## src/rtl/r_prog_pkg.sv

```systemverilog
// Shared types and constants for the r_prog resistor-trim sequencer.
package r_prog_pkg;

  localparam logic [7:0] R_CTR_OFF  = 8'hFF;
  localparam logic [4:0] R_PROG_MAX = 5'd15;

  typedef enum logic [1:0] {
    ST_OFF,
    ST_IDLE,
    ST_SETTLE
  } r_prog_state_t;

  // One code step toward the target; the caller only steps when cur != tgt.
  function automatic logic [4:0] step_toward(input logic [4:0] cur, input logic [4:0] tgt);
    return (tgt > cur) ? cur + 5'd1 : cur - 5'd1;
  endfunction

endpackage

```

## src/rtl/resistors_decoder.sv

```systemverilog
// Combinational map from resistor-trim code to the 8-bit switch word.
module resistors_decoder
  import r_prog_pkg::*;
(
  input  logic [4:0] code,
  output logic [7:0] r_ctr
);

  always_comb begin
    r_ctr = R_CTR_OFF;
    case (code)
      5'd0:    r_ctr = 8'hEE;
      5'd1:    r_ctr = 8'h5E;
      5'd2:    r_ctr = 8'hDE;
      5'd3:    r_ctr = 8'hBE;
      5'd4:    r_ctr = 8'hE5;
      5'd5:    r_ctr = 8'h55;
      5'd6:    r_ctr = 8'hD5;
      5'd7:    r_ctr = 8'hB5;
      5'd8:    r_ctr = 8'hED;
      5'd9:    r_ctr = 8'h5D;
      5'd10:   r_ctr = 8'hDD;
      5'd11:   r_ctr = 8'hBD;
      5'd12:   r_ctr = 8'hEB;
      5'd13:   r_ctr = 8'h5B;
      5'd14:   r_ctr = 8'hDB;
      5'd15:   r_ctr = 8'hBB;
      default: r_ctr = R_CTR_OFF;
    endcase
  end

endmodule

```

## src/rtl/r_prog_ramp_ctrl.sv

```systemverilog
// Resistor-trim sequencer: ramps r_prog one code per settle interval toward a
// requested target and drives the registered switch word R_ctr.
module r_prog_ramp_ctrl
  import r_prog_pkg::*;
#(
  parameter int unsigned SETTLE_CYCLES = 16
) (
  input  logic       clk,
  input  logic       rst_n,
  input  logic       req_valid,
  input  logic [4:0] req_code,
  output logic       req_ready,
  input  logic       force_off,
  output logic [4:0] r_prog,
  output logic [7:0] R_ctr,
  output logic       on,
  output logic       busy,
  output logic       done
);

  localparam int unsigned     CW     = $clog2(SETTLE_CYCLES + 1);
  localparam logic [CW-1:0]   RELOAD = CW'(SETTLE_CYCLES - 1);

  r_prog_state_t state_q, state_d;
  logic [4:0]    code_d;
  logic [4:0]    target_q, target_d;
  logic [CW-1:0] cnt_q, cnt_d;
  logic          done_d;
  logic          accept;
  logic [7:0]    r_ctr_dec;
  logic [7:0]    r_ctr_d;

  assign req_ready = (state_q != ST_SETTLE) && !force_off;
  assign accept    = req_valid && req_ready;
  assign busy      = (state_q == ST_SETTLE);
  assign on        = (R_ctr != R_CTR_OFF);

  always_comb begin
    state_d  = state_q;
    code_d   = r_prog;
    target_d = target_q;
    cnt_d    = cnt_q;
    done_d   = 1'b0;
    if (force_off) begin
      state_d  = ST_OFF;
      cnt_d    = '0;
      target_d = r_prog;
    end else if (accept) begin
      if (req_code > R_PROG_MAX) begin
        state_d = ST_OFF;
        done_d  = 1'b1;
      end else if (state_q == ST_OFF) begin
        code_d   = req_code;
        target_d = req_code;
        cnt_d    = RELOAD;
        state_d  = ST_SETTLE;
      end else if (req_code == r_prog) begin
        done_d = 1'b1;
      end else begin
        target_d = req_code;
        code_d   = step_toward(r_prog, req_code);
        cnt_d    = RELOAD;
        state_d  = ST_SETTLE;
      end
    end else if (state_q == ST_SETTLE) begin
      if (cnt_q != '0) begin
        cnt_d = cnt_q - 1'b1;
      end else if (r_prog != target_q) begin
        code_d = step_toward(r_prog, target_q);
        cnt_d  = RELOAD;
      end else begin
        done_d  = 1'b1;
        state_d = ST_IDLE;
      end
    end
  end

  // Decoder sees the next-state code so R_ctr and r_prog update on the same edge.
  resistors_decoder u_dec (
    .code  (code_d),
    .r_ctr (r_ctr_dec)
  );

  assign r_ctr_d = (state_d == ST_OFF) ? R_CTR_OFF : r_ctr_dec;

  always_ff @(posedge clk or negedge rst_n) begin
    if (!rst_n) begin
      state_q  <= ST_OFF;
      r_prog   <= '0;
      target_q <= '0;
      cnt_q    <= '0;
      R_ctr    <= R_CTR_OFF;
      done     <= 1'b0;
    end else begin
      state_q  <= state_d;
      r_prog   <= code_d;
      target_q <= target_d;
      cnt_q    <= cnt_d;
      R_ctr    <= r_ctr_d;
      done     <= done_d;
    end
  end

endmodule

```

## config.mk

```make
export PLATFORM = sky130hd
export DESIGN_NAME = r_prog_ramp_ctrl
export DESIGN_NICKNAME = d
export VERILOG_FILES = /design/src/rtl/r_prog_pkg.sv /design/src/rtl/resistors_decoder.sv /design/src/rtl/r_prog_ramp_ctrl.sv
export SDC_FILE = /design/constraint.sdc
export NUM_CORES = 1
export LEC_CHECK = 0
export CORE_MARGIN = 5
export CORE_UTILIZATION = 55
export DETAILED_ROUTE_END_ITERATION = 8
export GPL_ROUTABILITY_DRIVEN = 0
export PLACE_DENSITY = 0.84
export SYNTH_ARGS = -nofsm -noshare
export SYNTH_HDL_FRONTEND = slang
export SYNTH_HIERARCHICAL = 1
export SYNTH_SLANG_ARGS = --single-unit
export TNS_END_PERCENT = 50
```

## constraint.sdc

```tcl
create_clock -name clk -period 3.63 [get_ports clk]
set_input_delay 0.726 -clock clk [delete_from_list [all_inputs] [get_ports clk]]
set_output_delay 0.726 -clock clk [all_outputs]
set_load 0.01 [all_outputs]
```

### Yosys cells after proc, flatten, opt, wreduce, memory -nomap -nowiden

Memory sizes are Yosys's and may differ from the RTL's.
Cells that the tools add are included.

| storage, ports and cells | value |
|---|---|
| bits in registers | 26 |
| memory bits (read-only) | 128 |
| bits of input ports | 9 |
| memories | 1 |

Memory list:

| name | words | width | read ports | clocked after memory_dff | wr ports | RTL line | text |
|---|---|---|---|---|---|---|---|
| (no name shown) | 16 | 8 | 1 | 0 | 0 | resistors_decoder.sv:11 | `case (code)` |

| cells by class | value |
|---|---|
| add/subtract/negate cells | 3 |
| $lt $le $gt $ge | 3 |
| eq/ne operators | 9 |
| mux-type cells | 41 |
| reductions and logical operators | 11 |

Operators with widths:

| operator | number |
|---|---|
| $mux 5 | 23 |
| $mux 2 | 8 |
| $mux 8 | 2 |
| $gt 5x5->1 | 2 |
| $sub 5x1->5 const B | 2 |
| $mux 1 | 8 |
| $ne 8x8->1 const B | 1 |
| $ne 3x3->1 const B | 2 |
| $add 5x1->5 const B | 1 |
| $eq 5x5->1 | 1 |
| $gt 5x4->1 const B | 1 |
| $ne 5x5->1 | 1 |
| $reduce_bool 5->1 | 1 |
| $logic_not 2->1 | 2 |
| $ne 2x2->1 const B | 2 |
| $ne 4x4->1 const B | 1 |
| $reduce_and 4->1 | 1 |
| $reduce_bool 4->1 | 1 |
| $reduce_and 3->1 | 1 |
| $reduce_bool 3->1 | 1 |
| $eq 2x2->1 const B | 1 |
| $logic_and 1x1->1 | 2 |
| $reduce_bool 2->1 | 1 |
| $logic_not 1->1 | 1 |

### Logic depth before layout (Yosys ltp)

Gate-level depths: netlist of the first run.
An unclocked memory read counts as a cell.

| logic depth | value |
|---|---|
| depth in word-level cells | 10 |
| mapped depth | 12 |
| depth with buffers taken out | 12 |

### Modules after synthesis

Netlist of the first run, hierarchy kept.

By module, submodules not included:

| module | instances | cells an instance | area an instance (um^2) | seq. area each (um^2) |
|---|---|---|---|---|
| r_prog_ramp_ctrl | 1 | 192 | 1770.4 | 660.6 |
| resistors_decoder | 1 | 18 | 140.1 | 0.0 |

### Worst setup path after synthesis of the first run

OpenSTA, ideal clock, no wires.

| timing path | value |
|---|---|
| kind | input to register |
| from | input port req_code[3] |
| to | register R_ctr[1] |
| setup time | 0.080 ns |
| data arrival time | 2.896 ns |
| required time | 3.550 ns |
| setup slack | 0.654 ns |
| stages on the path | 10 |
| path buffers | 0 |
| cell sequence | ha_1 and3_1 and4b_1 nor3_1 inv_1 a221oi_1 inv_1 ha_1 nand2b_1 nand2b_1 |

| between the ends | value |
|---|---|
| word-level cells in the longest chain between the ends | 10 |
| elaborated cells on any way between the ends | 18 |

RTL lines:

| what | RTL line | text |
|---|---|---|
| from (decl) | r_prog_ramp_ctrl.sv:11 | `input logic [4:0] req_code,` |
| $gt 5x5->1 | r_prog_pkg.sv:15 | `return (tgt > cur) ? cur + 5'd1 : cur - 5'd1;` |
| $mux 5 | r_prog_pkg.sv:15 |  |
| $mux 5 | r_prog_ramp_ctrl.sv:57 | `end else if (req_code == r_prog) begin` |
| $mux 5 | r_prog_ramp_ctrl.sv:52 | `end else if (state_q == ST_OFF) begin` |
| $mux 5 * | r_prog_ramp_ctrl.sv:49 | `if (req_code > R_PROG_MAX) begin` |
| $mux 5 * | r_prog_ramp_ctrl.sv:48 | `end else if (accept) begin` |
| $mux 5 * | r_prog_ramp_ctrl.sv:44 | `if (force_off) begin` |
| net code_d[2] | r_prog_ramp_ctrl.sv:25 | `logic [4:0] code_d;` |
| $mem_v2 16x8 * | n/a |  |
| $mux 8 * | resistors_decoder.sv:11 |  |
| net r_ctr_dec[1] | r_prog_ramp_ctrl.sv:30 | `logic [7:0] r_ctr_dec;` |
| $mux 8 * | r_prog_ramp_ctrl.sv:84 | `assign r_ctr_d = (state_d == ST_OFF) ? R_CTR_OFF : r_ctr_dec;` |
| net r_ctr_d[1] | r_prog_ramp_ctrl.sv:31 | `logic [7:0] r_ctr_d;` |
| to (signal assigned) | r_prog_ramp_ctrl.sv:99 | `R_ctr <= r_ctr_d;` |
| to (decl) | r_prog_ramp_ctrl.sv:15 | `output logic [7:0] R_ctr,` |

The timed path passes the listed nets; every way through them passes the cells marked *.
A chain may end at the register's enable or synchronous reset.

### Final worst setup path of the first run

| timing path | value |
|---|---|
| from | input port req_code[4] |
| to | register R_ctr[1] |

The elaborated chain is that of the path after synthesis.

==> flow_metrics.tcl, run 1 <==
set metrics [dict create \
    finalSetupViolations 0 \
    worst-path-buf-inv 2 \
    fin_tns_setup_ns 0 \
    path_delay_family "adder cells" \
    synth_edf_count 0 \
    clock_latency_ns 0.33 \
    vdd_drop_max_mv 0.328 \
    met3_usage 0.0340 \
    cp-startpoint "req_code[4]" \
    crit_slowest_cell "clkdlybuf4s50_1" \
    yosysSeqAreaShare 0.346 \
    fmax_mhz 310 \
    ctsResizeCount 0 \
    die_h_microns 68.9 \
    drc 0 \
    use_met2 0.346 \
    final_common_cell "clkdlybuf4s50_1" \
    cp_max_fo 5 \
    critPathArrivalTime_ns 3.47 \
    synth_cell_types 49 \
    period_minus_slack_ns 3.22 \
    busiest_layer "met2" \
    routedWlPerCell_microns 15.7 \
    clock_skew_ns 0.0241 \
    post_cts_buffers 0 \
    globalRouteOverflowTotal 0 \
    htree_levels 1 \
    synth_ff_type "dfrtp_1" \
    drv_cap 0 \
    ys_seq_elements 26 \
    crit_path_end_kind "flop" \
    vias_per_cell 5.96 \
    worstMarginPinSlew_ns 0.884 \
    grt_max_degree 21 \
    drive_above_1_share 0.106 \
    cts_made_buffers 3 \
    async_reset_ff_frac 1.00 \
    antenna_left 0 \
    cts-root-buf "clkbuf_4" \
    cp-start-kind "input pin" \
    netlist_area_sq_um 1910 \
    antenna_found_initial 0 \
    path_clk_slew_ns 0.13 \
    hold_viol_final 0 \
    num_rows 21 \
    initial_core_util 0.568 \
    min_path_type "reg -> reg" \
    power_density_nw_per_um2 628 \
    r2r_start "cnt_q[0]$_DFFE_PN0P_" \
    io_buffers 25 \
    leakagePower_nw 1.02 \
    dieArea_sq_um 4750 \
    final_nets 275 \
    period_share 0.888 \
    synth.net_count 239 \
    gr-usage-all-layers 0.213 \
    finalWirelength_microns 4560 \
    first_iter_violations 146 \
    timing.hold.ws_ns 0.503 \
    grt_pass1_vias 1710 \
    antenna_cells 0 \
    drtPass1Iterations 4 \
    ioPinCount 26 \
    cts_sinks 26 \
    final_cell_mix "25 x clkdlybuf4s50_1, 20 x nand2_1, 20 x ha_1" \
    coreArea_sq_um 3360 \
    rsz0062_at_grt "no" \
    outcome "complete, no violations" \
    worstSetupPathType "in -> reg" \
    avgSynthCellArea_sq_um 9.10 \
    clockBufferDepth 2 \
    via_count 1734 \
    cts_tree "yes" \
    synthCells 210 \
    post-dp-hpwl_microns 3630 \
    slew_violations 0 \
    cts_hold_buf 0 \
    met1_usage 0.282 \
    hp-start "target_q[2]$_DFFE_PN0P_" \
    grt_pass1_wl_microns 7680 \
    slew_headroom 0.409 \
    die_width_microns 68.9 \
    area_delta_synth_final_pct 20.2 \
    ys_warn_count 6 \
    crit_chain "clkdlybuf4s50_1, ha_1, and3_1, o21ai_0, nand3_1, mux2i_1, o211ai_1, a221oi_1, inv_1, ha_1, nand2b_1, nand2b_1" \
    cp.required_ns 3.88 \
    cp_slowest_stage_delay_ns 0.45 \
]
## Yosys cell counts (3+ instances only)
cell	n	area share
ha_1	20	0.13
nand2_1	20	0.039
dfrtp_1	18	0.24
nand2b_1	18	0.059
inv_1	17	0.033
o21ai_0	14	0.037
nand3_1	10	0.026
nor2_1	10	0.020
dfstp_2	8	0.11
a21oi_1	7	0.018
nor3_1	6	0.016
mux2i_1	5	0.026
xnor2_1	5	0.023
o21a_1	4	0.016
a221oi_1	3	0.014
nor2b_1	3	0.0098
o221ai_1	3	0.014
## stage by stage
| stage | cell area, sq um | power [W] | utilization | setup slack, ns | instances |
|---|---|---|---|---|---|
| after global routing | 2300 | 0.00157 | 0.683 | 0.200 | 291 |
| after CTS | 2300 | 0.00144 | 0.683 | 0.451 | 291 |
| after floorplan | 1910 | 0.00102 | - | 0.654 | 210 |
| after global placement | 2270 | 0.00129 | 0.675 | 0.220 | 287 |
| final | 2300 | 0.00144 | 0.683 | 0.407 | 291 |
| after detailed placement | 2270 | 0.00131 | 0.675 | 0.116 | 287 |
## final cells by class
cell class                 count  area (sq um)
multi-input combinational    165          1180
fill                         296          1070
tap                           46          57.6
sequential                    26           661
timing repair buffer          33           310
inverter                      17          63.8
clock buffer                   4          26.3
## per-layer routing
layer,up-vias,share of wire
met5,-,0
met4,0,0.024
met3,12,0.054
met2,71,0.47
met1,821,0.45
li1,830,-
## worst min-delay path, stage by stage (launching register included)
cell and delay, ns:
dfrtp_1 0.37, nand2_1 0.05, nand2_1 0.05
## logic make-up (layout without fill, tap and decap cells)
logic type,Yosys count,in the layout,share of synthesized area
buffers and inverters,19,54,0.0373
muxes,5,5,0.0262
adders and majority gates,20,20,0.131
AOI/OAI and AO/OA,52,52,0.188
xor gates and xnor gates,5,5,0.0229
and+or+nand+nor,83,83,0.249
DFF,26,26,0.346
## flip-flops by register name, summed over array words and instances, names as in the netlist
| name | cells |
|---|---|
| R_ctr | 8 |
| cnt_q | 5 |
| r_prog | 5 |
| target_q | 5 |
| state_q | 2 |
| done | 1 |
## final timing paths
check / endpoint / slack, ns / cells past startpoint
max in group asynchronous: R_ctr[6]$_DFF_PN1_ / 2.01 / 2
setup / recovery: R_ctr[1]$_DFF_PN1_ / 0.41 / 12
hold reg to reg: target_q[2]$_DFFE_PN0P_ / 0.50 / 2
hold / removal: target_q[2]$_DFFE_PN0P_ / 0.50 / 2
setup reg to reg: R_ctr[3]$_DFF_PN1_ / 0.57 / 12
min in group asynchronous: cnt_q[3]$_DFFE_PN0P_ / 0.87 / 1
## power breakdown
group / internal [W] / leakage (nW) / switching, W / total [W]
Sequential: 0.000369 / 0.311 / 0.0000830 / 0.000452
Clock: 0.0000429 / 0.0150 / 0.0000861 / 0.000129
Combinational: 0.000411 / 0.692 / 0.000449 / 0.000861
Note: power is estimated with default switching activity, not from simulation.
==> inputs of run 2 (changes only) <==
--- a/config.mk
+++ b/config.mk
@@ -5,7 +5,6 @@
 export SDC_FILE = /design/constraint.sdc
 export NUM_CORES = 1
 export LEC_CHECK = 0
-export CORE_MARGIN = 5
 export CORE_UTILIZATION = 55
 export DETAILED_ROUTE_END_ITERATION = 8
 export GPL_ROUTABILITY_DRIVEN = 0
==> run 2 against run 1 <==
Largest power group unchanged. Core utilization rose by 1.1 points. Sequential cell count did not move. Register-to-register slack got worse by 0.12 ns. Largest cell class unchanged. Power grew 2.2%. Clock skew down 0.014 ns. Sequential share of layout area is 0.22 points lower.
==> flow_metrics.tcl, run 2 (synthesis gave the netlist of run 1 again) <==
set metrics [dict create \
    outcome "complete, no violations" \
    drive_above_1_share 0.114 \
    cts_hold_buf 0 \
    routedWlPerCell_microns 16.1 \
    final_common_cell "clkdlybuf4s50_1" \
    pre_cts_slack_ns 0.100 \
    power_density_nw_per_um2 637 \
    clock_skew_ns 0.0102 \
    grt_pass1_wl_microns 7540 \
    p_sw_frac 0.428 \
    grt_pass1_vias 1659 \
    first_iter_violations 74 \
    grt_max_degree 20 \
    coreArea_sq_um 3340 \
    ioPinCount 26 \
    met3_length_microns 288 \
    top_layer "met4" \
    cts_sinks 26 \
    cp-startpoint "req_code[3]" \
    finalSetupViolations 0 \
    critPathArrivalTime_ns 3.47 \
    vdd_drop_max_mv 0.294 \
    cp_slowest_stage_delay_ns 0.48 \
    dieArea_sq_um 3710 \
    power_frac_clock 0.102 \
    rr_endpoint "R_ctr[1]$_DFF_PN1_" \
    final_cell_mix "25 x clkdlybuf4s50_1, 20 x nand2_1, 20 x ha_1" \
    die_width_microns 60.9 \
    post-dp-hpwl_microns 3760 \
    power_w 0.00147 \
    final_area_sq_um 2310 \
    via_count 1745 \
    leakagePower_nw 1.03 \
    rsz0062_at_grt "no" \
    internal-power_w 0.000843 \
    r2r_cells 12 \
    cp-start-kind "input pin" \
    gr-usage-all-layers 0.278 \
    cp.required_ns 3.90 \
    clockBufferDepth 2 \
    cp.depth 12 \
    path_clk_slew_ns 0.14 \
    fmax_mhz 312 \
    drc 0 \
    hold_viol_final 0 \
    crit_end "R_ctr[1]$_DFF_PN1_" \
    antenna_left 0 \
    period_minus_slack_ns 3.20 \
    slew_headroom 0.388 \
    worstMarginPinSlew_ns 0.916 \
    route.met2.wl_microns 2330 \
    final_nets 276 \
    finalWirelength_microns 4710 \
    n_fill_cell 277 \
    met1_length_microns 2000 \
    clock_latency_ns 0.33 \
    cts-root-buf "clkbuf_4" \
    cts_tree "yes" \
    ctsResizeCount 0 \
    die_h_microns 60.9 \
    placed_area_sq_um 2280 \
    vias_per_cell 5.98 \
    crit_slowest_cell "clkdlybuf4s50_1" \
    period_share 0.882 \
    fin_tns_setup_ns 0 \
    area_delta_synth_final_pct 21.2 \
    path_delay_family "compound AO/OA/AOI/OAI gates" \
    switchingPower_w 0.000631 \
    crit_path_end_kind "flop" \
    worst-path-buf-inv 2 \
    min_path_type "reg -> reg" \
    r2r_start "r_prog[2]$_DFF_PN0_" \
    crit_chain "clkdlybuf4s50_1, ha_1, and3_1, o21ai_0, nand3_1, mux2i_1, o211ai_1, a221oi_1, inv_1, ha_1, nand2b_1, nand2b_1" \
    num_rows 21 \
    cp_max_fo 4 \
    post_cts_buffers 0 \
    antenna_found_initial 0 \
    largest_reg_flops 8 \
    worstSetupPathType "in -> reg" \
    seq_power_share 0.308 \
    drv_cap 0 \
    cts_made_buffers 3 \
    htree_levels 1 \
    final_util 0.694 \
    setup.reg_to_reg.worst_slack_ns 0.45 \
    registers.top_by_ff_count "R_ctr" \
    p_comb_frac 0.590 \
    initial_core_util 0.573 \
    drtPass1Iterations 4 \
    finalWorstSetupSlack_ns 0.428 \
    io_buffers 25 \
    slew_violations 0 \
    globalRouteOverflowTotal 0 \
    antenna_cells 0 \
]
-- run 2: changes by cell type in the layout (fill, tap and decap cells not counted), sizes merged --
cell,change
buf,+1
-- run 2: metrics by stage --
stage,instances,hold WS (ns)
global placement,288,0.470
floorplan,210,0.430
detailed placement,288,0.477
CTS,292,0.508
global route,292,0.541
finish,292,0.511
-- run 2: power groups by stage --
stage	sequential, W	combinational, W	clock [W]
CTS	0.000452	0.000868	0.000155
floorplan	0.000454	0.000566	0
detailed placement	0.000457	0.000863	0
global placement	0.000455	0.000833	0
finish	0.000454	0.000869	0.000150
global route	0.000466	0.000982	0.000164
-- run 2: layout make-up --
cell class                 instances  area, sq um  area share
timing repair buffer              34          318       0.137
multi-input combinational        165         1180       0.509
sequential                        26          661       0.285
clock buffer                       4         36.3      0.0157
inverter                          17         63.8      0.0276
tap                               46         57.6      0.0249
-- run 2: worst register-to-register path, cell delays in order, from the launching register on --
cell and delay [ns]:
dfrtp_1 0.50, inv_1 0.17, ha_1 0.31, nand3_1 0.22, o211ai_1 0.50, nor2_1 0.12, o21ai_0 0.13, xnor2_1 0.12
a221oi_1 0.43, inv_1 0.13, ha_1 0.30, nand2b_1 0.05, nand2b_1 0.14
-- run 2: how the worst min path moves through the flow --
stage	depth (start not counted)	to	slack (ns)	start
final	2	target_q[3]$_DFFE_PN0P_	0.51	target_q[3]$_DFFE_PN0P_
after global routing	2	target_q[2]$_DFFE_PN0P_	0.54	target_q[2]$_DFFE_PN0P_
after CTS	2	target_q[3]$_DFFE_PN0P_	0.51	target_q[3]$_DFFE_PN0P_
after detailed placement	2	target_q[3]$_DFFE_PN0P_	0.48	target_q[3]$_DFFE_PN0P_
after global placement	2	target_q[2]$_DFFE_PN0P_	0.47	target_q[2]$_DFFE_PN0P_
after floorplan	0	cnt_q[0]$_DFFE_PN0P_	0.43	rst_n
-- run 2: routing by layer --
| metal | track usage | up-vias |
|---|---|---|
| met5 | 0 | - |
| li1 | - | 829 |
| met1 | 0.347 | 834 |
| met2 | 0.466 | 72 |
| met3 | 0.0448 | 10 |
| met4 | 0.136 | 0 |
==> inputs of run 3 (changes only) <==
--- a/config.mk
+++ b/config.mk
@@ -9,6 +9,7 @@
 export DETAILED_ROUTE_END_ITERATION = 8
 export GPL_ROUTABILITY_DRIVEN = 0
 export PLACE_DENSITY = 0.84
+export SLEW_MARGIN = 10
 export SYNTH_ARGS = -nofsm -noshare
 export SYNTH_HDL_FRONTEND = slang
 export SYNTH_HIERARCHICAL = 1
==> results of run 3 <==
Final layout, timing and power as in run 2 (identical DEF).
